`config.mk`:
```
export PLATFORM = sky130hd
export DESIGN_NAME = fp_frac_to_dec_seq
export DESIGN_NICKNAME = d
export VERILOG_FILES = /design/src/rtl/fp_frac_to_dec_seq.sv
export SDC_FILE = /design/constraint.sdc
export NUM_CORES = 1
export LEC_CHECK = 0
export BUFFER_PORTS_ARGS = -buffer_cell sky130_fd_sc_hd__buf_4
export CELL_PAD_IN_SITES_DETAIL_PLACEMENT = 2
export CELL_PAD_IN_SITES_GLOBAL_PLACEMENT = 2
export CORE_ASPECT_RATIO = 2
export CORE_UTILIZATION = 36
export DETAILED_ROUTE_END_ITERATION = 10
export PLACE_DENSITY = 0.9
export SYNTH_ARGS = -nofsm -noshare
export SYNTH_HDL_FRONTEND = slang
export SYNTH_SLANG_ARGS = --single-unit
```
`constraint.sdc`:
```
create_clock -name CLK -period 7.33 [get_ports CLK]
set_input_delay 0 -clock CLK [delete_from_list [all_inputs] [get_ports CLK]]
set_output_delay 0 -clock CLK [all_outputs]
set_load 0.01 [all_outputs]
```
`src/rtl/fp_frac_to_dec_seq.sv`:
```
// Iterative binary-fraction to decimal-scientific converter: frac * 2^-exp -> int_part.digits x 10^dec_exp.
// Optional round-half-up on a guard digit when the ROUND_EN macro is defined (default: truncate).
module fp_frac_to_dec_seq #(
  parameter int unsigned FRAC_W = 28,
  parameter int unsigned INT_W  = 4,
  parameter int unsigned EXP_W  = 9,
  parameter int unsigned NDIG   = 6,
  parameter int unsigned DEXP_W = 9
) (
  input  logic                CLK,
  input  logic                RST,
  input  logic                start,
  input  logic [FRAC_W-1:0]   frac,
  input  logic [EXP_W-1:0]    exp,
  output logic                busy,
  output logic                done,
  output logic                zero,
  output logic [INT_W-1:0]    int_part,
  output logic [4*NDIG-1:0]   digits,
  output logic [DEXP_W-1:0]   dec_exp
);

  localparam int unsigned F     = FRAC_W - INT_W;
  localparam int unsigned DIG_W = 4 * NDIG;
`ifdef ROUND_EN
  localparam int unsigned NRUN  = NDIG + 1;
`else
  localparam int unsigned NRUN  = NDIG;
`endif
  localparam int unsigned CNT_W = (NRUN < 2) ? 1 : $clog2(NRUN + 1);

`ifdef ROUND_EN
  typedef enum logic [2:0] {S_IDLE, S_NORM, S_DIGIT, S_ROUND, S_DONE} state_t;
`else
  typedef enum logic [2:0] {S_IDLE, S_NORM, S_DIGIT, S_DONE} state_t;
`endif

  state_t              state, state_nxt;
  logic [FRAC_W-1:0]   v, v_nxt;
  logic [EXP_W-1:0]    steps, steps_nxt;
  logic [CNT_W-1:0]    cnt, cnt_nxt;
  logic                busy_nxt, done_nxt, zero_nxt;
  logic [INT_W-1:0]    int_part_nxt;
  logic [DIG_W-1:0]    digits_nxt;
  logic [DEXP_W-1:0]   dec_exp_nxt;

  logic [FRAC_W-1:0]   v_sh, v_mul;
  logic [EXP_W-1:0]    steps_sh;
  logic                mul_hit;
  logic [F+3:0]        f_mul;
  logic [3:0]          dig;

`ifdef ROUND_EN
  logic [3:0]          guard, guard_nxt;
  logic [DIG_W-1:0]    dig_r;
  logic                carry;
`endif

  // State and datapath registers
  always_ff @(posedge CLK or posedge RST) begin
    if (RST) begin
      state    <= S_IDLE;
      v        <= '0;
      steps    <= '0;
      cnt      <= '0;
      busy     <= 1'b0;
      done     <= 1'b0;
      zero     <= 1'b0;
      int_part <= '0;
      digits   <= '0;
      dec_exp  <= '0;
`ifdef ROUND_EN
      guard    <= '0;
`endif
    end else begin
      state    <= state_nxt;
      v        <= v_nxt;
      steps    <= steps_nxt;
      cnt      <= cnt_nxt;
      busy     <= busy_nxt;
      done     <= done_nxt;
      zero     <= zero_nxt;
      int_part <= int_part_nxt;
      digits   <= digits_nxt;
      dec_exp  <= dec_exp_nxt;
`ifdef ROUND_EN
      guard    <= guard_nxt;
`endif
    end
  end

  // Next-state and datapath update
  always_comb begin
    state_nxt    = state;
    v_nxt        = v;
    steps_nxt    = steps;
    cnt_nxt      = cnt;
    busy_nxt     = busy;
    done_nxt     = 1'b0;
    zero_nxt     = zero;
    int_part_nxt = int_part;
    digits_nxt   = digits;
    dec_exp_nxt  = dec_exp;
`ifdef ROUND_EN
    guard_nxt    = guard;
    dig_r        = digits;
    carry        = 1'b0;
`endif

    // One halving step, then renormalise by x10 while the value is below 1.0
    v_sh     = (steps != '0) ? (v >> 1) : v;
    steps_sh = (steps != '0) ? (steps - EXP_W'(1)) : steps;
    mul_hit  = (v_sh[FRAC_W-1 -: INT_W] == '0) && (v_sh != '0);
    v_mul    = mul_hit ? ((v_sh << 3) + (v_sh << 1)) : v_sh;

    f_mul = ({4'b0000, v[F-1:0]} << 3) + ({4'b0000, v[F-1:0]} << 1);
    dig   = f_mul[F+3:F];

    case (state)
      S_IDLE, S_DONE: begin
        done_nxt = (state == S_DONE);
        if (state == S_DONE) begin
          busy_nxt  = 1'b0;
          state_nxt = S_IDLE;
        end
        if (start) begin
          v_nxt        = frac;
          steps_nxt    = exp;
          dec_exp_nxt  = '0;
          cnt_nxt      = '0;
          zero_nxt     = 1'b0;
          int_part_nxt = '0;
          digits_nxt   = '0;
          busy_nxt     = 1'b1;
          if (frac == '0) begin
            zero_nxt  = 1'b1;
            state_nxt = S_DONE;
          end else if ((exp == '0) && (frac[FRAC_W-1 -: INT_W] != '0)) begin
            int_part_nxt = frac[FRAC_W-1 -: INT_W];
            state_nxt    = S_DIGIT;
          end else begin
            state_nxt = S_NORM;
          end
        end
      end

      S_NORM: begin
        v_nxt     = v_mul;
        steps_nxt = steps_sh;
        if (mul_hit) dec_exp_nxt = dec_exp - DEXP_W'(1);
        // A value shifted all the way to zero exits too, so NORM always terminates
        if ((steps_sh == '0) && ((v_mul[FRAC_W-1 -: INT_W] != '0) || (v_mul == '0))) begin
          int_part_nxt = v_mul[FRAC_W-1 -: INT_W];
          state_nxt    = S_DIGIT;
        end
      end

      S_DIGIT: begin
        v_nxt   = {{INT_W{1'b0}}, f_mul[F-1:0]};
        cnt_nxt = cnt + CNT_W'(1);
`ifdef ROUND_EN
        if (cnt == CNT_W'(NDIG)) begin
          guard_nxt = dig;
          state_nxt = S_ROUND;
        end else begin
          digits_nxt = (digits << 4) | DIG_W'(dig);
        end
`else
        digits_nxt = (digits << 4) | DIG_W'(dig);
        if (cnt == CNT_W'(NDIG - 1)) state_nxt = S_DONE;
`endif
      end

`ifdef ROUND_EN
      S_ROUND: begin
        state_nxt = S_DONE;
        if (guard >= 4'd5) begin
          carry = 1'b1;
          for (int i = 0; i < NDIG; i++) begin
            if (carry) begin
              if (dig_r[4*i +: 4] == 4'd9) begin
                dig_r[4*i +: 4] = 4'd0;
              end else begin
                dig_r[4*i +: 4] = dig_r[4*i +: 4] + 4'd1;
                carry = 1'b0;
              end
            end
          end
          digits_nxt = dig_r;
          if (carry) begin
            if (int_part == INT_W'(9)) begin
              int_part_nxt = INT_W'(1);
              digits_nxt   = '0;
              dec_exp_nxt  = dec_exp + DEXP_W'(1);
            end else begin
              int_part_nxt = int_part + INT_W'(1);
            end
          end
        end
      end
`endif

      default: state_nxt = S_IDLE;
    endcase
  end

endmodule

```
Word-level counts from Yosys, hierarchy flattened
Cells that the tools add are included.
{"block": "totals", "regBits": 83, "elab_cells": 82, "in_bits": 40}
{"block": "classes", "n_eq_ne": 9, "n_reduce_logical": 27, "bitwise_logic": 1, "muxes": 30, "addsub": 5}
{"operator": "$mux 28", "n": 3}
{"operator": "$pmux 28 s3", "n": 1}
{"operator": "$logic_not 28->1", "n": 2}
{"operator": "$pmux 24 s2", "n": 1}
{"operator": "$mux 9", "n": 4}
{"operator": "$pmux 9 s2", "n": 2}
{"operator": "$add 27x25->28", "n": 1}
{"operator": "$add 28x28->28", "n": 1}
{"operator": "$reduce_bool 28->1", "n": 1}
{"operator": "$mux 24", "n": 1}
{"operator": "$or 24x4->24", "n": 1}
{"operator": "$logic_not 9->1", "n": 2}
{"operator": "$sub 9x1->9 const B", "n": 2}
{"operator": "$mux 4", "n": 4}
{"operator": "$mux 3", "n": 5}
{"operator": "$reduce_and 2->1", "n": 5}
{"operator": "$pmux 3 s3", "n": 1}
{"operator": "$reduce_and 3->1", "n": 3}
{"operator": "$reduce_bool 9->1", "n": 1}
{"operator": "$ne 2x2->1 const B", "n": 4}
{"operator": "$pmux 4 s2", "n": 1}
{"operator": "$reduce_bool 4->1", "n": 2}
{"operator": "$eq 3x2->1 const B", "n": 2}
{"operator": "$pmux 3 s2", "n": 1}
{"operator": "13 further kinds", "n": 21}

Depth between registers and ports, before layout
{"block": "logic_depth", "ltp_word": 10, "ltp_mapped": 26}

Worst setup path before layout
Ideal clock, no wire load.
{"block": "synth_timing", "kind": "register to register", "start": "register steps[0]", "end": "register int_part[2]", "path_slack_ns": 1.386, "stages_incl_launch_ff": 26, "arrival_time_ns": 5.819, "period_less_slack_ns": 5.944, "required_time_ns": 7.205, "path_cell_list": "dfrtp_1 -> clkbuf_1 -> inv_1 -> ha_1 -> or4b_1 -> buf_2 -> nor2_8 -> buf_6 -> buf_2 -> buf_1 -> clkbuf_1 -> o21ai_0 -> ha_1 -> fa_1 -> a221oi_1 -> or3_1 -> a31oi_1 -> a31oi_2 -> o2111a_1 -> nor3_1 -> o211a_1 -> or3_1 -> a31oi_1 -> nand4_1 -> a21oi_2 -> mux2_2"}
{"block": "synth_via", "elab_chain_cells": 10}
{"element": "from (decl)", "line_no": "40", "text": "logic [EXP_W-1:0] steps, steps_nxt;"}
{"element": "from (signal assigned)", "line_no": "78", "text": "steps <= steps_nxt;"}
{"element": "parallel branches: the longest is 10 deep, another holds $add 28x28->28"}
{"element": "to (signal assigned)", "line_no": "83", "text": "int_part <= int_part_nxt;"}
{"element": "to (decl)", "line_no": "18", "text": "output logic [INT_W-1:0] int_part,"}
Several ways; the timed one is not identified. The select of a mux whose other input is x is not followed.
A chain may end at the register's enable or synchronous reset.

Worst setup path in the final report
{"block": "layout_timing", "start": "register steps[0]", "end": "register state[1]"}
{"block": "layout_via", "elab_chain_cells": 10}
{"element": "parallel branches: the longest is 7 deep, another holds $add 28x28->28"}
{"element": "$logic_and 1x1->1 *", "line_no": "152", "text": "if ((steps_sh == '0) && ((v_mul[FRAC_W-1 -: INT_W] != '0) || (v_mul == '0))) begin"}
{"element": "$ne 2x2->1 (no line) *"}
{"element": "$reduce_and 3->1 (no line) *"}
{"element": "to (signal assigned)", "line_no": "76", "text": "state <= state_nxt;"}
{"element": "to (decl)", "line_no": "38", "text": "state_t state, state_nxt;"}
Mark *: on every way between the ends.

==> impl_metrics.yaml <==
sta:
  tightest_slew_ns: 1.09
  slew_headroom_pct: 27.1
  tns_ns: 0
  min_period_ns: 6.43
  rsz0062_at_grt: "no"
  period_share_pct: 87.8
  final-setup-viol-count: 0
  whs_ns: -0.0156
  slew_viol_final: 0
  setup_ws_ns: 0.896
  fmax_mhz: 155
  finClkSkew_ns: 0.0150
  finalHoldViolCount: 2
die:
  die_h_um: 209
  pin_count: 80
  die_area_mm2: 0.0221
  die_width_um: 106
  rows: 75
  coreArea_mm2: 0.0210
  start_util_pct: 36.7
cells_and_area:
  drive_above_1_share_pct: 13.9
  final_util_pct: 42.7
  area_delta_synth_final_pct: 16.3
  seqCellArea_mm2: 0.00205
  multi_input_comb_area_mm2: 0.00532
  fin_nets: 1100
  num-fill-cells: 2369
  n_antenna_cell: 0
routing:
  first_pass_iters: 6
  via_count: 8699
  wirelength_um: 39200
  viasPerCell: 6.79
  ant_nets: 0
  drc: 0
  drt_iter0_drc: 688
  wl_per_cell_um: 30.6
clock_tree:
  cts_buffers: 9
  htree_levels: 3
  cts_tree: "yes"
  clkTransAtPathRegs_ns: 0.07
  cts_buffer_depth: 2
  numClockSinks: 82
  insertion_delay_ns: 0.39
  root_buffer: "clkbuf_16"
setup_path:
  slowest_delay_ns: 0.69
  cp-startpoint: "steps[0]"
  timing.reg2reg.setup_slack_ns: 0.90
  reg2reg_from: "steps[0]"
  start_kind: "flop"
  path_max_fanout: 26
  crit_path_top_delay_cell: "a311oi_1"
  critPathKind: "flop to flop"
  critPathRequiredTime_ns: 7.60
  cp.arrival_ns: 6.70
  crit_path_end_kind: "flop"
  r2r_end: "state[1]"
  path_cells: "inv_1, ha_1, nor4b_4, buf_4, nand2_2, nand2_1, a21boi_0, inv_1, ha_1, and3_1, nor2_1, o311ai_1, a311oi_1, a2111oi_0, a221oi_1, o2111ai_1, a2111oi_2, a41oi_1, a41oi_2, o221ai_2, mux2_4"
  ff2ff_path_depth: 21
  worstSetupEndpoint: "state[1]"
power:
  internal-power_uw: 2210
  p_sw_share_pct: 59.4
  vdd_ir_drop_max_uv: 209
  seqPwrFrac_pct: 19.1
  p_comb_share_pct: 71.7
  p_leak_uw: 0.00417
  powerDensity_mw_per_mm2: 606
  clkPwrFrac_pct: 9.2
  total_power_uw: 5440
  switching_power_uw: 3230
logic_synthesis:
  async_flop_share_pct: 100
  yosysWarnings: 0
  syn_area_mm2: 0.00772
  ys.flop_type: "dfrtp_1"
  synth-edff-count: 0
  syn_avg_cell_area_um2: 8.17
  synth_cell_types: 79
  synth-seq-cells: 82
  yosysSeqAreaShare_pct: 26.6
  synth_nets: 1038
  postSynthCellCount: 945
global_route:
  grt_use_total_pct: 36.4
  grt_pass1_vias: 9794
  grt_pass1_wl_um: 59700
  grt_antenna_before_repair: 0
  grt_start_max_net_pins: 59
  overflow: 0
place:
  post-place-ws_ns: 1.14
  io_buffers: 79
  hpwl_um: 27000
  gp_congestion: 0.935
job:
  maxCapViolations: 0
hold_path:
  worstHoldStart: "exp[8]"
  hold_class: "input pin to flop"
run_status:
  run_status: "finished with violations"
  violations: "hold timing"
==> what timing repair did <==
item,in CTS,in global routing
buffers inserted,0,0
gates resized for setup,0,0
hold buffers,17,0
endpoints found under the hold margin,41,0
==> how the worst min path moves through the flow <==
stage / end / slack [ns] / depth (start not counted)
2_1_floorplan: steps[6] / 0.20 / 2
3_3_place_gp: v[12] / 0.06 / 2
3_5_place_dp: v[12] / 0.06 / 2
4_1_cts: v[20] / 0.001 / 3
5_1_grt: v[20] / 0.01 / 3
6_report: steps[8] / -0.02 / 3
==> power groups by stage <==
| stage | Clock (µW) | Combinational [µW] | Sequential [µW] |
|---|---|---|---|
| floorplan | 0 | 2500 | 832 |
| global placement | 0 | 3410 | 983 |
| detailed placement | 0 | 3580 | 1010 |
| CTS | 504 | 3740 | 1010 |
| global route | 511 | 4120 | 1050 |
| finish | 500 | 3900 | 1040 |
==> final cells by class <==
| type | instances | share of cell area, % |
|---|---|---|
| sequential | 82 | 22.9 |
| timing repair buffer | 109 | 9.59 |
| tap | 269 | 3.75 |
| multi-input combinational | 782 | 59.3 |
| clock buffer | 9 | 2.51 |
| inverter | 23 | 0.976 |
| clock inverter | 7 | 0.962 |
==> worst max-delay path: cells and delay by family (launching register included) <==
kind	cells	cell delay (ns)
AO/OA/AOI/OAI	10	3.27
AND/OR/NAND/NOR	5	1.23
buffers and inverters	3	0.50
adder cells (fa/ha/maj)	2	0.50
flip-flops	1	0.46
multiplexers	1	0.32
==> sequential cells by signal (all words and copies together) (netlist names) <==
name and cells:
state 2, dec_exp 9, zero 1, int_part 4, busy 1, done 1, digits 24, steps 9
v 28, cnt 3
==> cells by family (layout without fill, tap and decap cells) <==
kind of cell	Yosys count	after routing	share of synthesized area, %
adders and majority gates	56	56	9.18
and+or+nand+nor	334	334	20.8
DFF	82	82	26.6
buffers and inverters	81	148	4.46
xor gates and xnor gates	52	52	5.90
muxes	50	50	6.73
AOI/OAI and AO/OA	290	290	26.3
==> cells in the final DEF (no fill, tap or decap), types with 14 or more instances in the layout <==
cell | netlist | layout
a21o_1 | 22 | 22
a21oi_1 | 66 | 66
a22o_1 | 22 | 22
a31oi_1 | 14 | 14
buf_4 | 1 | 92
dfrtp_1 | 82 | 82
dlygate4sd3_1 | 0 | 17
ha_1 | 51 | 51
inv_1 | 23 | 22
mux2i_1 | 38 | 38
nand2_1 | 143 | 143
nand3_1 | 23 | 23
nor2_1 | 61 | 60
nor3_1 | 20 | 20
nor4_1 | 20 | 20
o21ai_0 | 51 | 51
o221ai_1 | 14 | 14
xnor2_1 | 28 | 28
xor2_1 | 24 | 24
==> synth_stat cells (12+ instances only) <==
| cell | instances | area (µm²) |
|---|---|---|
| dfrtp_1 | 82 | 2050 |
| o21ai_0 | 51 | 255 |
| nand2_1 | 143 | 537 |
| nor4_1 | 20 | 125 |
| nand3_1 | 23 | 115 |
| inv_1 | 23 | 86.3 |
| mux2i_1 | 38 | 380 |
| a21oi_1 | 66 | 330 |
| xor2_1 | 24 | 210 |
| ha_1 | 51 | 638 |
| nand4_1 | 12 | 75.1 |
| o221ai_1 | 14 | 123 |
| a21o_1 | 22 | 165 |
| a22o_1 | 22 | 193 |
| a31oi_1 | 14 | 87.6 |
| xnor2_1 | 28 | 245 |
| clkbuf_1 | 42 | 158 |
| nor2_1 | 61 | 229 |
| nor3_1 | 20 | 100 |
==> metrics by stage <==
step / area (µm²) / std cells
floorplan: 7720 / 945
global placement: 8490 / 1248
detailed placement: 8490 / 1248
CTS: 8970 / 1281
global route: 8970 / 1281
finish: 8970 / 1281
==> routing by layer <==
layer / share of wire, % / track usage [%] / vias up
li1: - / - / 3654
met1: 33 / 33.8 / 4372
met2: 52 / 65.4 / 429
met3: 5.1 / 7.64 / 244
met4: 10 / 33.6 / 0
met5: 0 / 0 / -
Note: power is estimated with default switching activity, not from simulation.
